==> src/rtl/multicycle_ctrl_pkg.sv <==
// Shared types for the multi-cycle RISC-V controller: ISA encodings, datapath
// select enums and the controller state encoding.
package multicycle_ctrl_pkg;

    localparam int OPCODE_WIDTH = 7;
    localparam int ALU_WIDTH    = 3;
    localparam int IMM_WIDTH    = 3;
    localparam int DATA_WIDTH   = 32;

    typedef enum logic [OPCODE_WIDTH-1:0] {
        OP_LOAD   = 7'b0000011,
        OP_ADDI   = 7'b0010011,
        OP_STORE  = 7'b0100011,
        OP_BRANCH = 7'b1100011
    } opcode_t;

    typedef enum logic [ALU_WIDTH-1:0] {
        SUM_OP = 3'd0,
        SUB_OP = 3'd1,
        AND_OP = 3'd2,
        OR_OP  = 3'd3,
        XOR_OP = 3'd4,
        SLT_OP = 3'd5
    } alu_ctrl_t;

    typedef enum logic [IMM_WIDTH-1:0] {
        Imm    = 3'd0,
        Store  = 3'd1,
        Branch = 3'd2,
        Upper  = 3'd3,
        Jump   = 3'd4
    } instr_format_t;

    typedef enum logic [3:0] {
        FETCH  = 4'd0,
        DECODE = 4'd1,
        EXEC_I = 4'd2,
        ADDR   = 4'd3,
        MEM_RD = 4'd4,
        MEM_WR = 4'd5,
        WB_ALU = 4'd6,
        WB_MEM = 4'd7,
        EXEC_B = 4'd8,
        HALT   = 4'd9
    } ctrl_state_t;

    localparam logic [2:0] F3_ADDI = 3'b000;
    localparam logic [2:0] F3_BNE  = 3'b001;
    localparam logic [2:0] F3_WORD = 3'b010;

    typedef enum logic {
        ADDR_PC  = 1'b0,
        ADDR_ALU = 1'b1
    } addr_sel_t;

    typedef enum logic {
        RES_ALU = 1'b0,
        RES_MEM = 1'b1
    } result_src_t;

endpackage

==> src/rtl/multicycle_ctrl_if.sv <==
// Control/status bundle between the multi-cycle controller (master) and the
// datapath plus shared memory port (slave).
interface multicycle_ctrl_if;
    import multicycle_ctrl_pkg::*;

    logic [OPCODE_WIDTH-1:0] opcode;
    logic [2:0]              funct3;
    logic                    zero;
    logic                    mem_ack;
    logic                    mem_req;
    logic                    mem_we;
    addr_sel_t               addr_sel;
    logic                    ir_write;
    logic                    pc_write;
    logic                    pc_src;
    logic                    alu_src_b;
    alu_ctrl_t               alu_ctrl;
    instr_format_t           imm_src;
    logic                    reg_write;
    result_src_t             result_src;
    logic                    retire;
    logic                    illegal;
    logic [DATA_WIDTH-1:0]   instret;

    modport master (
        input  opcode, funct3, zero, mem_ack,
        output mem_req, mem_we, addr_sel, ir_write, pc_write, pc_src,
               alu_src_b, alu_ctrl, imm_src, reg_write, result_src,
               retire, illegal, instret
    );

    modport slave (
        output opcode, funct3, zero, mem_ack,
        input  mem_req, mem_we, addr_sel, ir_write, pc_write, pc_src,
               alu_src_b, alu_ctrl, imm_src, reg_write, result_src,
               retire, illegal, instret
    );
endinterface

==> src/rtl/multicycle_ctrl_instr_class_decoder.sv <==
// Classifies the IR opcode/funct3 into the four supported instructions; any
// other encoding is flagged illegal.
module instr_class_decoder
    import multicycle_ctrl_pkg::*;
(
    input  logic [OPCODE_WIDTH-1:0] opcode,
    input  logic [2:0]              funct3,
    output logic                    is_addi,
    output logic                    is_load,
    output logic                    is_store,
    output logic                    is_bne,
    output logic                    is_illegal
);

    // Opcode/funct3 classification; exactly one flag is high.
    always_comb begin
        is_addi    = 1'b0;
        is_load    = 1'b0;
        is_store   = 1'b0;
        is_bne     = 1'b0;
        is_illegal = 1'b0;
        case (opcode)
            OP_ADDI: begin
                if (funct3 == F3_ADDI) is_addi = 1'b1;
                else                   is_illegal = 1'b1;
            end
            OP_LOAD: begin
                if (funct3 == F3_WORD) is_load = 1'b1;
                else                   is_illegal = 1'b1;
            end
            OP_STORE: begin
                if (funct3 == F3_WORD) is_store = 1'b1;
                else                   is_illegal = 1'b1;
            end
            OP_BRANCH: begin
                if (funct3 == F3_BNE) is_bne = 1'b1;
                else                  is_illegal = 1'b1;
            end
            default: is_illegal = 1'b1;
        endcase
    end

endmodule

==> src/rtl/multicycle_ctrl.sv <==
// Multi-cycle control FSM for a single-ported RISC-V datapath executing
// addi, bne, lw and sw, with a retired-instruction counter and illegal trap.
module multicycle_ctrl
    import multicycle_ctrl_pkg::*;
(
    input  logic              clk,
    input  logic              rst,
    multicycle_ctrl_if.master bus
);

    ctrl_state_t           state_r;
    ctrl_state_t           next_state_s;
    logic                  illegal_r;
    logic [DATA_WIDTH-1:0] instret_r;
    logic                  is_addi_s;
    logic                  is_load_s;
    logic                  is_store_s;
    logic                  is_bne_s;
    logic                  is_illegal_s;

    instr_class_decoder u_decoder (
        .opcode     (bus.opcode),
        .funct3     (bus.funct3),
        .is_addi    (is_addi_s),
        .is_load    (is_load_s),
        .is_store   (is_store_s),
        .is_bne     (is_bne_s),
        .is_illegal (is_illegal_s)
    );

    // State register.
    always_ff @(posedge clk) begin
        if (rst) state_r <= FETCH;
        else     state_r <= next_state_s;
    end

    // Sticky trap flag, set on the edge that enters HALT.
    always_ff @(posedge clk) begin
        if (rst)                                          illegal_r <= 1'b0;
        else if (state_r != HALT && next_state_s == HALT) illegal_r <= 1'b1;
        else                                              illegal_r <= illegal_r;
    end

    // Retired-instruction counter; wraps naturally at the top of its range.
    always_ff @(posedge clk) begin
        if (rst)             instret_r <= {DATA_WIDTH{1'b0}};
        else if (bus.retire) instret_r <= instret_r + {{(DATA_WIDTH-1){1'b0}}, 1'b1};
        else                 instret_r <= instret_r;
    end

    assign bus.illegal = illegal_r & ~rst;
    assign bus.instret = rst ? {DATA_WIDTH{1'b0}} : instret_r;

    // Next-state and datapath strobes; everything idles while rst is high.
    always_comb begin
        next_state_s   = state_r;
        bus.mem_req    = 1'b0;
        bus.mem_we     = 1'b0;
        bus.addr_sel   = ADDR_PC;
        bus.ir_write   = 1'b0;
        bus.pc_write   = 1'b0;
        bus.pc_src     = 1'b0;
        bus.alu_src_b  = 1'b0;
        bus.alu_ctrl   = SUM_OP;
        bus.imm_src    = Imm;
        bus.reg_write  = 1'b0;
        bus.result_src = RES_ALU;
        bus.retire     = 1'b0;
        if (rst) begin
            next_state_s = FETCH;
        end else begin
            case (state_r)
                FETCH: begin
                    bus.mem_req = 1'b1;
                    if (bus.mem_ack) begin
                        bus.ir_write = 1'b1;
                        bus.pc_write = 1'b1;
                        next_state_s = DECODE;
                    end else begin
                        next_state_s = FETCH;
                    end
                end
                DECODE: begin
                    if (is_addi_s)                    next_state_s = EXEC_I;
                    else if (is_load_s || is_store_s) next_state_s = ADDR;
                    else if (is_bne_s)                next_state_s = EXEC_B;
                    else                              next_state_s = HALT;
                end
                EXEC_I: begin
                    bus.alu_src_b = 1'b1;
                    next_state_s  = WB_ALU;
                end
                WB_ALU: begin
                    bus.reg_write = 1'b1;
                    bus.retire    = 1'b1;
                    next_state_s  = FETCH;
                end
                ADDR: begin
                    bus.alu_src_b = 1'b1;
                    // IR still holds the instruction, so the decoder tells lw from sw.
                    if (is_store_s) begin
                        bus.imm_src  = Store;
                        next_state_s = MEM_WR;
                    end else begin
                        next_state_s = MEM_RD;
                    end
                end
                MEM_RD: begin
                    bus.mem_req  = 1'b1;
                    bus.addr_sel = ADDR_ALU;
                    if (bus.mem_ack) next_state_s = WB_MEM;
                    else             next_state_s = MEM_RD;
                end
                WB_MEM: begin
                    bus.reg_write  = 1'b1;
                    bus.result_src = RES_MEM;
                    bus.retire     = 1'b1;
                    next_state_s   = FETCH;
                end
                MEM_WR: begin
                    bus.mem_req  = 1'b1;
                    bus.mem_we   = 1'b1;
                    bus.addr_sel = ADDR_ALU;
                    if (bus.mem_ack) begin
                        bus.retire   = 1'b1;
                        next_state_s = FETCH;
                    end else begin
                        next_state_s = MEM_WR;
                    end
                end
                EXEC_B: begin
                    bus.alu_ctrl = SUB_OP;
                    bus.imm_src  = Branch;
                    if (!bus.zero) begin
                        bus.pc_write = 1'b1;
                        bus.pc_src   = 1'b1;
                    end else begin
                        bus.pc_write = 1'b0;
                    end
                    bus.retire   = 1'b1;
                    next_state_s = FETCH;
                end
                HALT: begin
                    next_state_s = HALT;
                end
                default: begin
                    next_state_s = HALT;
                end
            endcase
        end
    end

endmodule

==> src/flat_wrapper.sv <==
// flat-port wrapper written by rule: the top's interface ports become plain ports
module multicycle_ctrl_flat import multicycle_ctrl_pkg::*;
  (clk, rst, bus_opcode, bus_funct3, bus_zero, bus_mem_ack, bus_mem_req, bus_mem_we, bus_addr_sel, bus_ir_write, bus_pc_write, bus_pc_src, bus_alu_src_b, bus_alu_ctrl, bus_imm_src, bus_reg_write, bus_result_src, bus_retire, bus_illegal, bus_instret);
  multicycle_ctrl_if bus_i ();
  input  logic clk;
  input  logic rst;
  input wire logic [$bits(bus_i.opcode)-1:0] bus_opcode;
  input wire logic [$bits(bus_i.funct3)-1:0] bus_funct3;
  input wire logic [$bits(bus_i.zero)-1:0] bus_zero;
  input wire logic [$bits(bus_i.mem_ack)-1:0] bus_mem_ack;
  output wire logic [$bits(bus_i.mem_req)-1:0] bus_mem_req;
  output wire logic [$bits(bus_i.mem_we)-1:0] bus_mem_we;
  output wire logic [$bits(bus_i.addr_sel)-1:0] bus_addr_sel;
  output wire logic [$bits(bus_i.ir_write)-1:0] bus_ir_write;
  output wire logic [$bits(bus_i.pc_write)-1:0] bus_pc_write;
  output wire logic [$bits(bus_i.pc_src)-1:0] bus_pc_src;
  output wire logic [$bits(bus_i.alu_src_b)-1:0] bus_alu_src_b;
  output wire logic [$bits(bus_i.alu_ctrl)-1:0] bus_alu_ctrl;
  output wire logic [$bits(bus_i.imm_src)-1:0] bus_imm_src;
  output wire logic [$bits(bus_i.reg_write)-1:0] bus_reg_write;
  output wire logic [$bits(bus_i.result_src)-1:0] bus_result_src;
  output wire logic [$bits(bus_i.retire)-1:0] bus_retire;
  output wire logic [$bits(bus_i.illegal)-1:0] bus_illegal;
  output wire logic [$bits(bus_i.instret)-1:0] bus_instret;
  assign bus_i.opcode = bus_opcode;
  assign bus_i.funct3 = bus_funct3;
  assign bus_i.zero = bus_zero;
  assign bus_i.mem_ack = bus_mem_ack;
  assign bus_mem_req = bus_i.mem_req;
  assign bus_mem_we = bus_i.mem_we;
  assign bus_addr_sel = bus_i.addr_sel;
  assign bus_ir_write = bus_i.ir_write;
  assign bus_pc_write = bus_i.pc_write;
  assign bus_pc_src = bus_i.pc_src;
  assign bus_alu_src_b = bus_i.alu_src_b;
  assign bus_alu_ctrl = bus_i.alu_ctrl;
  assign bus_imm_src = bus_i.imm_src;
  assign bus_reg_write = bus_i.reg_write;
  assign bus_result_src = bus_i.result_src;
  assign bus_retire = bus_i.retire;
  assign bus_illegal = bus_i.illegal;
  assign bus_instret = bus_i.instret;
  multicycle_ctrl u_core (.clk(clk), .rst(rst), .bus(bus_i));
endmodule
==> config.mk <==
export PLATFORM = sky130hd
export DESIGN_NAME = multicycle_ctrl_flat
export DESIGN_NICKNAME = d
export VERILOG_FILES = /design/src/rtl/multicycle_ctrl_pkg.sv /design/src/rtl/multicycle_ctrl_if.sv /design/src/rtl/multicycle_ctrl_instr_class_decoder.sv /design/src/rtl/multicycle_ctrl.sv /design/src/flat_wrapper.sv
export SDC_FILE = /design/constraint.sdc
export NUM_CORES = 1
export LEC_CHECK = 0
export CAP_MARGIN = 30
export CORE_ASPECT_RATIO = 0.7
export CORE_UTILIZATION = 52
export CTS_CLUSTER_DIAMETER = 50
export DETAILED_ROUTE_END_ITERATION = 10
export GPL_ROUTABILITY_DRIVEN = 0
export PLACE_DENSITY = 0.86
export SETUP_SLACK_MARGIN = 0.4
export SKIP_LAST_GASP = 1
export SYNTH_ARGS = -nofsm -noshare
export SYNTH_HDL_FRONTEND = slang
export SYNTH_SLANG_ARGS = --single-unit
export TNS_END_PERCENT = 100
==> constraint.sdc <==
create_clock -name clk -period 3.5 [get_ports clk]
set_input_delay 0.7 -clock clk [delete_from_list [all_inputs] [get_ports clk]]
set_output_delay 0.7 -clock clk [all_outputs]
set_load 0.005 [all_outputs]
==> results.cfg, run 1 <==
[outcome]
outcome = completed

[route]
vias = 2218
avgViaCountPerCell = 5.64
drt_first_pass_iters = 4
drt-total-wl_mm = 5.66
wl_per_cell_um = 14.4
dr.first_iter.drc_count = 163
drc = 0
antenna_left = 0

[synthesis]
synth_flop_cell = dfxtp_1
syn_avg_cell_area_um2 = 7.96
ys_seq_elements = 37
synth_edf_count = 0
ys_seq_area_share_pct = 32.8
synth_cell_types = 54
synthesis.area_um2 = 2260
synth-async-reset-ratio_pct = 0
syn_inst = 284
yosysWarningCount = 0

[power]
sw_frac_of_total_pct = 25.6
switchingPower_mw = 0.232
p_leak_nw = 1.12
seqPwrFrac_pct = 49.5
power.internal_mw = 0.675
p_comb_share_pct = 14.0
p_per_area_nw_per_um2 = 302
ir_worst_vdd_uv = 264
clock_power_share_pct = 36.6

[sta]
slew_violations = 0
min_period_ps = 3030
skew_ps = 3.92
hold_viol_final = 0
period_share_pct = 86.7
setup_viol = 0
fmax_ghz = 0.330
rsz0062_at_grt = true

[setup_path]
cp_data_required_time_ps = 2800
arrival_ps = 2330
crit_end = bus_retire
critPathKind = input port to output pin
crit_path_start = bus_mem_ack
r2r-start = u_core.state_r[0]
worstSetupStartpointType = input port
rrSetupSlack_ps = 1140
r2r_cells = 6
reg2reg_to = u_core.instret_r[21]
crit_fanout = 6
crit_path_end_kind = output pin

[grt]
antenna_found_initial = 0
gr-usage-all-layers_pct = 25.8
grt_max_degree = 32
overflow = 0
grt_pass1_vias = 2021
grt_pass1_wl_mm = 9.20

[clocking]
cts-root-buf = clkbuf_8
clk_latency_ps = 290
cts_buffer_depth = 2
cts_buffers = 5
cts_tree = yes
clkTransAtPathRegs_ps = 70
clock-sinks = 37
htree_levels = 2
post_cts_buffers = 0

[die]
start_util_pct = 55.9
core-area_um2 = 4040
die-area_um2 = 4620
ios = 63
dieHeight_um = 57.2
die_w_um = 80.8
row_count = 19

[layout]
final_cell_mix = 57 x clkdlybuf4s50_1, 42 x nor2_1, 37 x dfxtp_1
fin_area_um2 = 3010
final_layout_size_suffix_gt1_share_pct = 9.97
final_util_pct = 74.4
finalNonFillerCells = 393
layout.area.seq_um2 = 741
diodes = 0
layout_commonest_cell = clkdlybuf4s50_1
layout.nets = 355
multi_input_area_um2 = 1450
area_growth_pct = 33.1
fillers = 306

[run]
cap_viol_max_count = 0

[min_path]
min_path_type = register to register
hold_start = u_core.instret_r[29]

[place]
place_inst = 385
portBuffers = 59
placed_cell_area_um2 = 2880
dp_hpwl_mm = 4.16
==> cells by family after synthesis <==
family / count (synthesis) / synth area share (%)
fa+ha+maj: 1 / 0.554
simple gates: 173 / 43.2
xor+xnor: 10 / 3.88
compound gates: 24 / 7.20
flops: 37 / 32.8
other cells: 1 / 0.166
buf+inv: 23 / 4.54
mux: 15 / 7.64
==> metrics by stage <==
| stage | setup slack (ps) | setup TNS (ps) | hold slack, ps | power [mW] |
|---|---|---|---|---|
| finish | 466 | 0 | 503 | 0.907 |
| global route | 351 | 0 | 535 | 0.944 |
| CTS | 444 | 0 | 502 | 0.906 |
| detailed placement | -16.6 | -16.6 | 489 | 0.580 |
| global placement | 36.4 | 0 | 484 | 0.576 |
| floorplan | 1100 | 0 | 460 | 0.526 |
==> layer usage <==
metal	GRT usage [%]	share of wire, %	vias to the layer above
met1	36.0	48	1043
li1	-	-	1100
met5	0	0	-
met3	6.40	5.4	4
met2	39.5	46	71
met4	7.65	0.51	0
==> area by class of cell <==
cell class / count / share of cell area (%)
Multi-Input combinational cell: 226 / 48.3
Tap cell: 52 / 2.16
Clock buffer: 7 / 3.20
Clock inverter: 1 / 0.166
Timing Repair Buffer: 65 / 20.9
Inverter: 5 / 0.624
Sequential cell: 37 / 24.6
==> Yosys cell counts, types with 4 or more instances <==
cell type	instances	area [um^2]
dfxtp_1	37	741
buf_4	4	30.0
a21oi_1	8	40.0
xor2_1	8	70.1
nor2_1	42	158
nor2b_1	36	225
clkbuf_1	12	45.0
nor4_1	4	25.0
mux2_2	5	56.3
nor3_1	10	50.1
nand2_1	12	45.0
or3_1	4	25.0
nand3_1	14	70.1
and3_1	8	50.1
o21ai_0	4	20.0
mux2_1	9	101
nand4_1	11	68.8
or4_1	4	30.0
inv_1	5	18.8
==> worst max-delay path: stages <==
cell and delay (ps):
clkdlybuf4s50_1 560, a21oi_1 150, o2bb2ai_2 190, nor2b_2 200
clkdlybuf4s50_1 530
==> power groups by stage <==
stage | Combinational (mW) | Clock, mW | Sequential, mW
after detailed placement | 0.123 | 0 | 0.457
after global placement | 0.119 | 0 | 0.456
after global routing | 0.139 | 0.354 | 0.451
after floorplan | 0.0804 | 0 | 0.445
after CTS | 0.124 | 0.334 | 0.447
final | 0.127 | 0.332 | 0.449
==> what timing repair did <==
action / 4_1_cts / 5_1_grt
gates resized for setup: 2 / 4
pin swaps: 1 / 0
setup endpoints to repair: 1 / 3
hold buffers: 0 / 0
==> how the worst min path moves through the flow <==
stage	depth (start not counted)	to	slack [ps]
finish	2	u_core.instret_r[29]	500
global route	2	u_core.instret_r[29]	530
CTS	2	u_core.instret_r[29]	500
detailed placement	2	u_core.instret_r[29]	490
global placement	2	u_core.instret_r[29]	480
floorplan	2	u_core.instret_r[29]	460
==> sequential cells by signal, indices dropped and copies added (netlist names) <==
signal            cells
u_core.instret_r     32
u_core.state_r        4
u_core.illegal_r      1
(Power assumes the default switching activity.)
==> run 2, diff against run 1 <==
--- a/config.mk
+++ b/config.mk
@@ -5,13 +5,15 @@
 export SDC_FILE = /design/constraint.sdc
 export NUM_CORES = 1
 export LEC_CHECK = 0
-export CAP_MARGIN = 30
+export CAP_MARGIN = 15
+export CELL_PAD_IN_SITES_DETAIL_PLACEMENT = 0
+export CELL_PAD_IN_SITES_GLOBAL_PLACEMENT = 1
 export CORE_ASPECT_RATIO = 0.7
-export CORE_UTILIZATION = 52
+export CORE_UTILIZATION = 37
 export CTS_CLUSTER_DIAMETER = 50
 export DETAILED_ROUTE_END_ITERATION = 10
 export GPL_ROUTABILITY_DRIVEN = 0
-export PLACE_DENSITY = 0.86
+export PLACE_DENSITY_LB_ADDON = 0.1
 export SETUP_SLACK_MARGIN = 0.4
 export SKIP_LAST_GASP = 1
 export SYNTH_ARGS = -nofsm -noshare
==> run 2 against run 1 <==
  * Total power fell by 3.9%
  * Largest cell class unchanged
  * Highest routed layer unchanged
  * Fmax rose by 1.3%
  * Final area rose by 0.62%
  * Wire length fell by 2.9%
  * Via count is 3.2% lower
  * Sequential share of layout area down 0.15 points
  * Sequential power about the same
==> results.cfg, run 2 (synthesis gave the netlist of run 1 again) <==
[layout]
final_cell_mix = 57 x clkdlybuf4s50_1, 42 x nor2_1, 37 x dfxtp_1
largestRegisters = u_core.instret_r x32, u_core.state_r x4, u_core.illegal_r x1
diodes = 0
area_growth_pct = 33.9
layout.area.seq_um2 = 741
multi_input_area_um2 = 1450
final_layout_size_suffix_gt1_share_pct = 10.5
layout_commonest_cell = clkdlybuf4s50_1
largest_reg_flops = 32
layout.nets = 357
fillers = 580
regMostFlops = u_core.instret_r

[grt]
antenna_found_initial = 0
gr-usage-all-layers_pct = 18.4
grt_pass1_vias = 1846
overflow = 0
grt_max_degree = 38
grt_pass1_wl_mm = 9.00

[sta]
hold_viol_final = 0
period_share_pct = 85.6
slew_violations = 0
min_period_ps = 2990
setup_viol = 0
fmax_ghz = 0.334
rsz0062_at_grt = false
setup_tns_ps = 0
setup_slack_ps = 505
skew_ps = 9.45

[place]
portBuffers = 59
dp_hpwl_mm = 4.06
pre_cts_ws_ps = -8.74

[setup_path]
crit_fanout = 6
slowest_stage = clkdlybuf4s50_1
r2r_cells = 6
crit_path_start = bus_mem_ack
crit_top_cell = clkdlybuf4s50_1
r2r-start = u_core.instret_r[0]
worstSetupStartpointType = input port
reg2reg_to = u_core.instret_r[30]
max_stage_delay_ps = 570
critPathKind = input port to output pin
crit_end = bus_retire
arrival_ps = 2290
crit_path_end_kind = output pin
rrSetupSlack_ps = 1260
crit_chain = clkdlybuf4s50_1 > a21oi_1 > o2bb2ai_2 > nor2b_2 > clkdlybuf4s50_1
cp_data_required_time_ps = 2800

[clocking]
clock-sinks = 37
clkTransAtPathRegs_ps = 80
cts_tree = yes
cts_buffers = 5
cts-root-buf = clkbuf_8
cts_buffer_depth = 2
holdBufCountCts = 0
htree_levels = 2
clk_latency_ps = 300
post_cts_buffers = 0

[run]
cap_viol_max_count = 0

[route]
avgViaCountPerCell = 5.14
drt-total-wl_mm = 5.50
dr.first_iter.drc_count = 78
vias = 2148
antenna_left = 0
drc = 0
wl_per_cell_um = 13.2
drt_first_pass_iters = 4

[die]
die-area_um2 = 6430
die_w_um = 95.4
core-area_um2 = 5810
start_util_pct = 38.9
ios = 63
row_count = 23
dieHeight_um = 67.4

[power]
p_per_area_nw_per_um2 = 288
ir_worst_vdd_uv = 122
p_leak_nw = 1.11

[min_path]
hold_start = u_core.instret_r[29]
min_path_type = register to register

[outcome]
outcome = completed
run 2: worst min-delay path by stage:
| stage | end | slack, ps | cells after the start |
|---|---|---|---|
| after floorplan | u_core.instret_r[29] | 460 | 2 |
| after global placement | u_core.instret_r[29] | 490 | 2 |
| after detailed placement | u_core.instret_r[29] | 490 | 2 |
| after CTS | u_core.instret_r[29] | 500 | 2 |
| after global routing | u_core.instret_r[29] | 520 | 2 |
| final | u_core.instret_r[29] | 500 | 2 |
run 2: repair_timing:
item	CTS	global route
setup endpoints to repair	1	2
pin swaps	1	0
endpoints found under the hold margin	0	0
gates resized for setup	4	3
run 2: area by class of cell:
class / instances / share of cell area, %
clock buffers: 5 / 2.27
clock inverters: 3 / 0.579
inverters: 5 / 0.620
multi-input cells: 226 / 47.8
flip-flops and latches: 37 / 24.5
well taps: 75 / 3.10
repair buffers: 67 / 21.2
run 2: per-layer routing:
metal | up-vias | global-route usage (%) | part of all wire, %
li1 | 1109 | - | -
met2 | 58 | 24.4 | 39
met5 | - | 0 | 0
met3 | 4 | 3.94 | 4.9
met1 | 977 | 28.1 | 55
met4 | 0 | 7.28 | 0.96
run 2: critical path, delay by kind of cell:
kind / cells / cell delay, ps
AND/OR/NAND/NOR: 1 / 180
buffers and inverters: 2 / 1090
AO/OA/AOI/OAI: 2 / 330
run 2: report_power, final:
group	internal (mW)	total [mW]	switching, mW	leakage (nW)
clock network	0.137	0.300	0.162	0.0439
registers	0.429	0.448	0.0190	0.299
logic	0.0677	0.124	0.0563	0.768
run 2: stage by stage:
stage          power, mW  cell area [um^2]  hold WS (ps)  std cells  utilization, %
2_1_floorplan      0.526              2270           460        286               -
3_3_place_gp       0.580              2920           488        410            50.3
3_5_place_dp       0.581              2920           488        410            50.3
4_1_cts            0.880              3030           502        418            52.1
5_1_grt            0.915              3030           523        418            52.0
6_report           0.872              3030           501        418            52.0
==> run 3, diff against run 2 <==
--- a/config.mk
+++ b/config.mk
@@ -9,7 +9,7 @@
 export CELL_PAD_IN_SITES_DETAIL_PLACEMENT = 0
 export CELL_PAD_IN_SITES_GLOBAL_PLACEMENT = 1
 export CORE_ASPECT_RATIO = 0.7
-export CORE_UTILIZATION = 37
+export CORE_UTILIZATION = 38
 export CTS_CLUSTER_DIAMETER = 50
 export DETAILED_ROUTE_END_ITERATION = 10
 export GPL_ROUTABILITY_DRIVEN = 0
@@ -18,5 +18,6 @@
 export SKIP_LAST_GASP = 1
 export SYNTH_ARGS = -nofsm -noshare
 export SYNTH_HDL_FRONTEND = slang
+export SYNTH_HIERARCHICAL = 1
 export SYNTH_SLANG_ARGS = --single-unit
 export TNS_END_PERCENT = 100
==> run 3 against run 2 <==
  * First-iteration DRC count increased by 45%
  * Sequential share of layout area decreased by 1.1 points
  * Die area increased by 2.5%
  * Fmax increased by 0.80%
  * Synthesized cell count increased by 4.6%
  * Clock skew about the same
  * Global-route usage increased by 1.2 points
  * Flip-flop and latch count unchanged
  * Setup slack improved by 24 ps
  * Critical endpoint is now bus_imm_src[0]
  * Largest cell class unchanged
  * Highest routed layer unchanged
==> results.cfg, run 3 <==
[sta]
slew_violations = 0
skew_ps = 9.09
fmax_ghz = 0.337
period_share_pct = 84.9
setup_viol = 0
min_period_ps = 2970
hold_viol_final = 0
rsz0062_at_grt = false
setup_tns_ps = 0

[route]
dr.first_iter.drc_count = 113
vias = 2285
antenna_left = 0
drt-total-wl_mm = 5.97
wl_per_cell_um = 13.9
drc = 0
avgViaCountPerCell = 5.33
drt_first_pass_iters = 4

[layout]
final_layout_size_suffix_gt1_share_pct = 9.32
fillers = 570
regMostFlops = u_core/instret_r
largestRegisters = u_core/instret_r x32, u_core/state_r x4, u_core/illegal_r x1
diodes = 0
finalNonFillerCells = 429
layout_commonest_cell = clkdlybuf4s50_1
multi_input_area_um2 = 1520
layout.area.seq_um2 = 741
area_growth_pct = 33.3
final_cell_mix = 55 x clkdlybuf4s50_1, 37 x dfxtp_1, 33 x nor2b_1
largest_reg_flops = 32
final_util_pct = 54.0
layout.nets = 368

[die]
die-area_um2 = 6590
core-area_um2 = 5870
ios = 63
die_w_um = 96.6
dieHeight_um = 68.2
row_count = 23
start_util_pct = 40.5

[outcome]
outcome = completed

[clocking]
cts_buffer_depth = 2
clkTransAtPathRegs_ps = 70
cts_buffers = 5
cts-root-buf = clkbuf_8
clk_latency_ps = 290
cts_tree = yes
htree_levels = 2
clock-sinks = 37

[grt]
grt_max_degree = 43
overflow = 0
antenna_found_initial = 0
gr-usage-all-layers_pct = 19.6
grt_pass1_vias = 2078
grt_pass1_wl_mm = 9.97

[place]
dp_hpwl_mm = 4.20
portBuffers = 59
place_inst = 414

[run]
cap_viol_max_count = 0

[setup_path]
critPathKind = input port to output pin
cp_data_required_time_ps = 2800
crit_path_end_kind = output pin
arrival_ps = 2270
crit_fanout = 2
worstSetupStartpointType = input port

[synthesis]
syn_inst = 297
syn_avg_cell_area_um2 = 8.01
yosysWarningCount = 6
synthesis.area_um2 = 2380

[power]
ir_worst_vdd_uv = 189
p_leak_nw = 1.19
p_per_area_nw_per_um2 = 284

[min_path]
min_path_type = register to register
run 3: report_power, final:
part           internal (mW)  switching, mW  total [mW]
Sequential             0.424        0.00429       0.428
Combinational         0.0407         0.0478      0.0885
Clock                  0.232          0.152       0.385
Total                  0.697          0.204       0.901
run 3: metal layers:
layer	GRT usage, %	up-vias	wire [um]
met4	5.51	0	44
met2	28.4	66	2430
met5	0	-	0
met3	3.67	4	384
met1	29.1	1038	3110
li1	-	1177	-
run 3: critical path, stage by stage:
cell and delay, ps:
clkdlybuf4s50_1 390, or4_4 560, nor4b_4 280, nand3b_1 130, nor2_1 90, buf_2 120
run 3: cell type report:
class	count	area share, %
clock inverters	1	0.946
well taps	75	2.96
repair buffers	71	21.3
inverters	7	0.828
clock buffers	7	2.72
multi-input cells	231	47.9
flip-flops and latches	37	23.3
run 3: path summary, 6_finish.rpt:
path                          start              endpoint  slack (ps)  depth (start not counted)
setup / recovery      bus_opcode[2]        bus_imm_src[0]         530                          6
hold / removal     u_core/illegal_r      u_core/illegal_r         460                          2
setup reg to reg  u_core/state_r[1]  u_core/instret_r[29]        1270                          5
hold reg to reg    u_core/illegal_r      u_core/illegal_r         460                          2
run 3: metrics by stage:
stage / setup slack (ps) / hold slack [ps] / power, mW / cell area [um^2]
after floorplan: 980 / 420 / 0.490 / 2390
after global placement: 84.6 / 457 / 0.524 / 2990
after detailed placement: 68.8 / 449 / 0.525 / 2990
after CTS: 447 / 470 / 0.915 / 3160
after global routing: 433 / 507 / 0.945 / 3170
final: 529 / 464 / 0.901 / 3170
run 3: repair_timing:
item                                    in CTS  in global routing
gates cloned                                 0                  0
hold buffers                                 0                  0
gates resized for setup                      6                  3
setup buffers                                6                  1
endpoints found under the setup margin       1                  4
pin swaps                                    4                  5
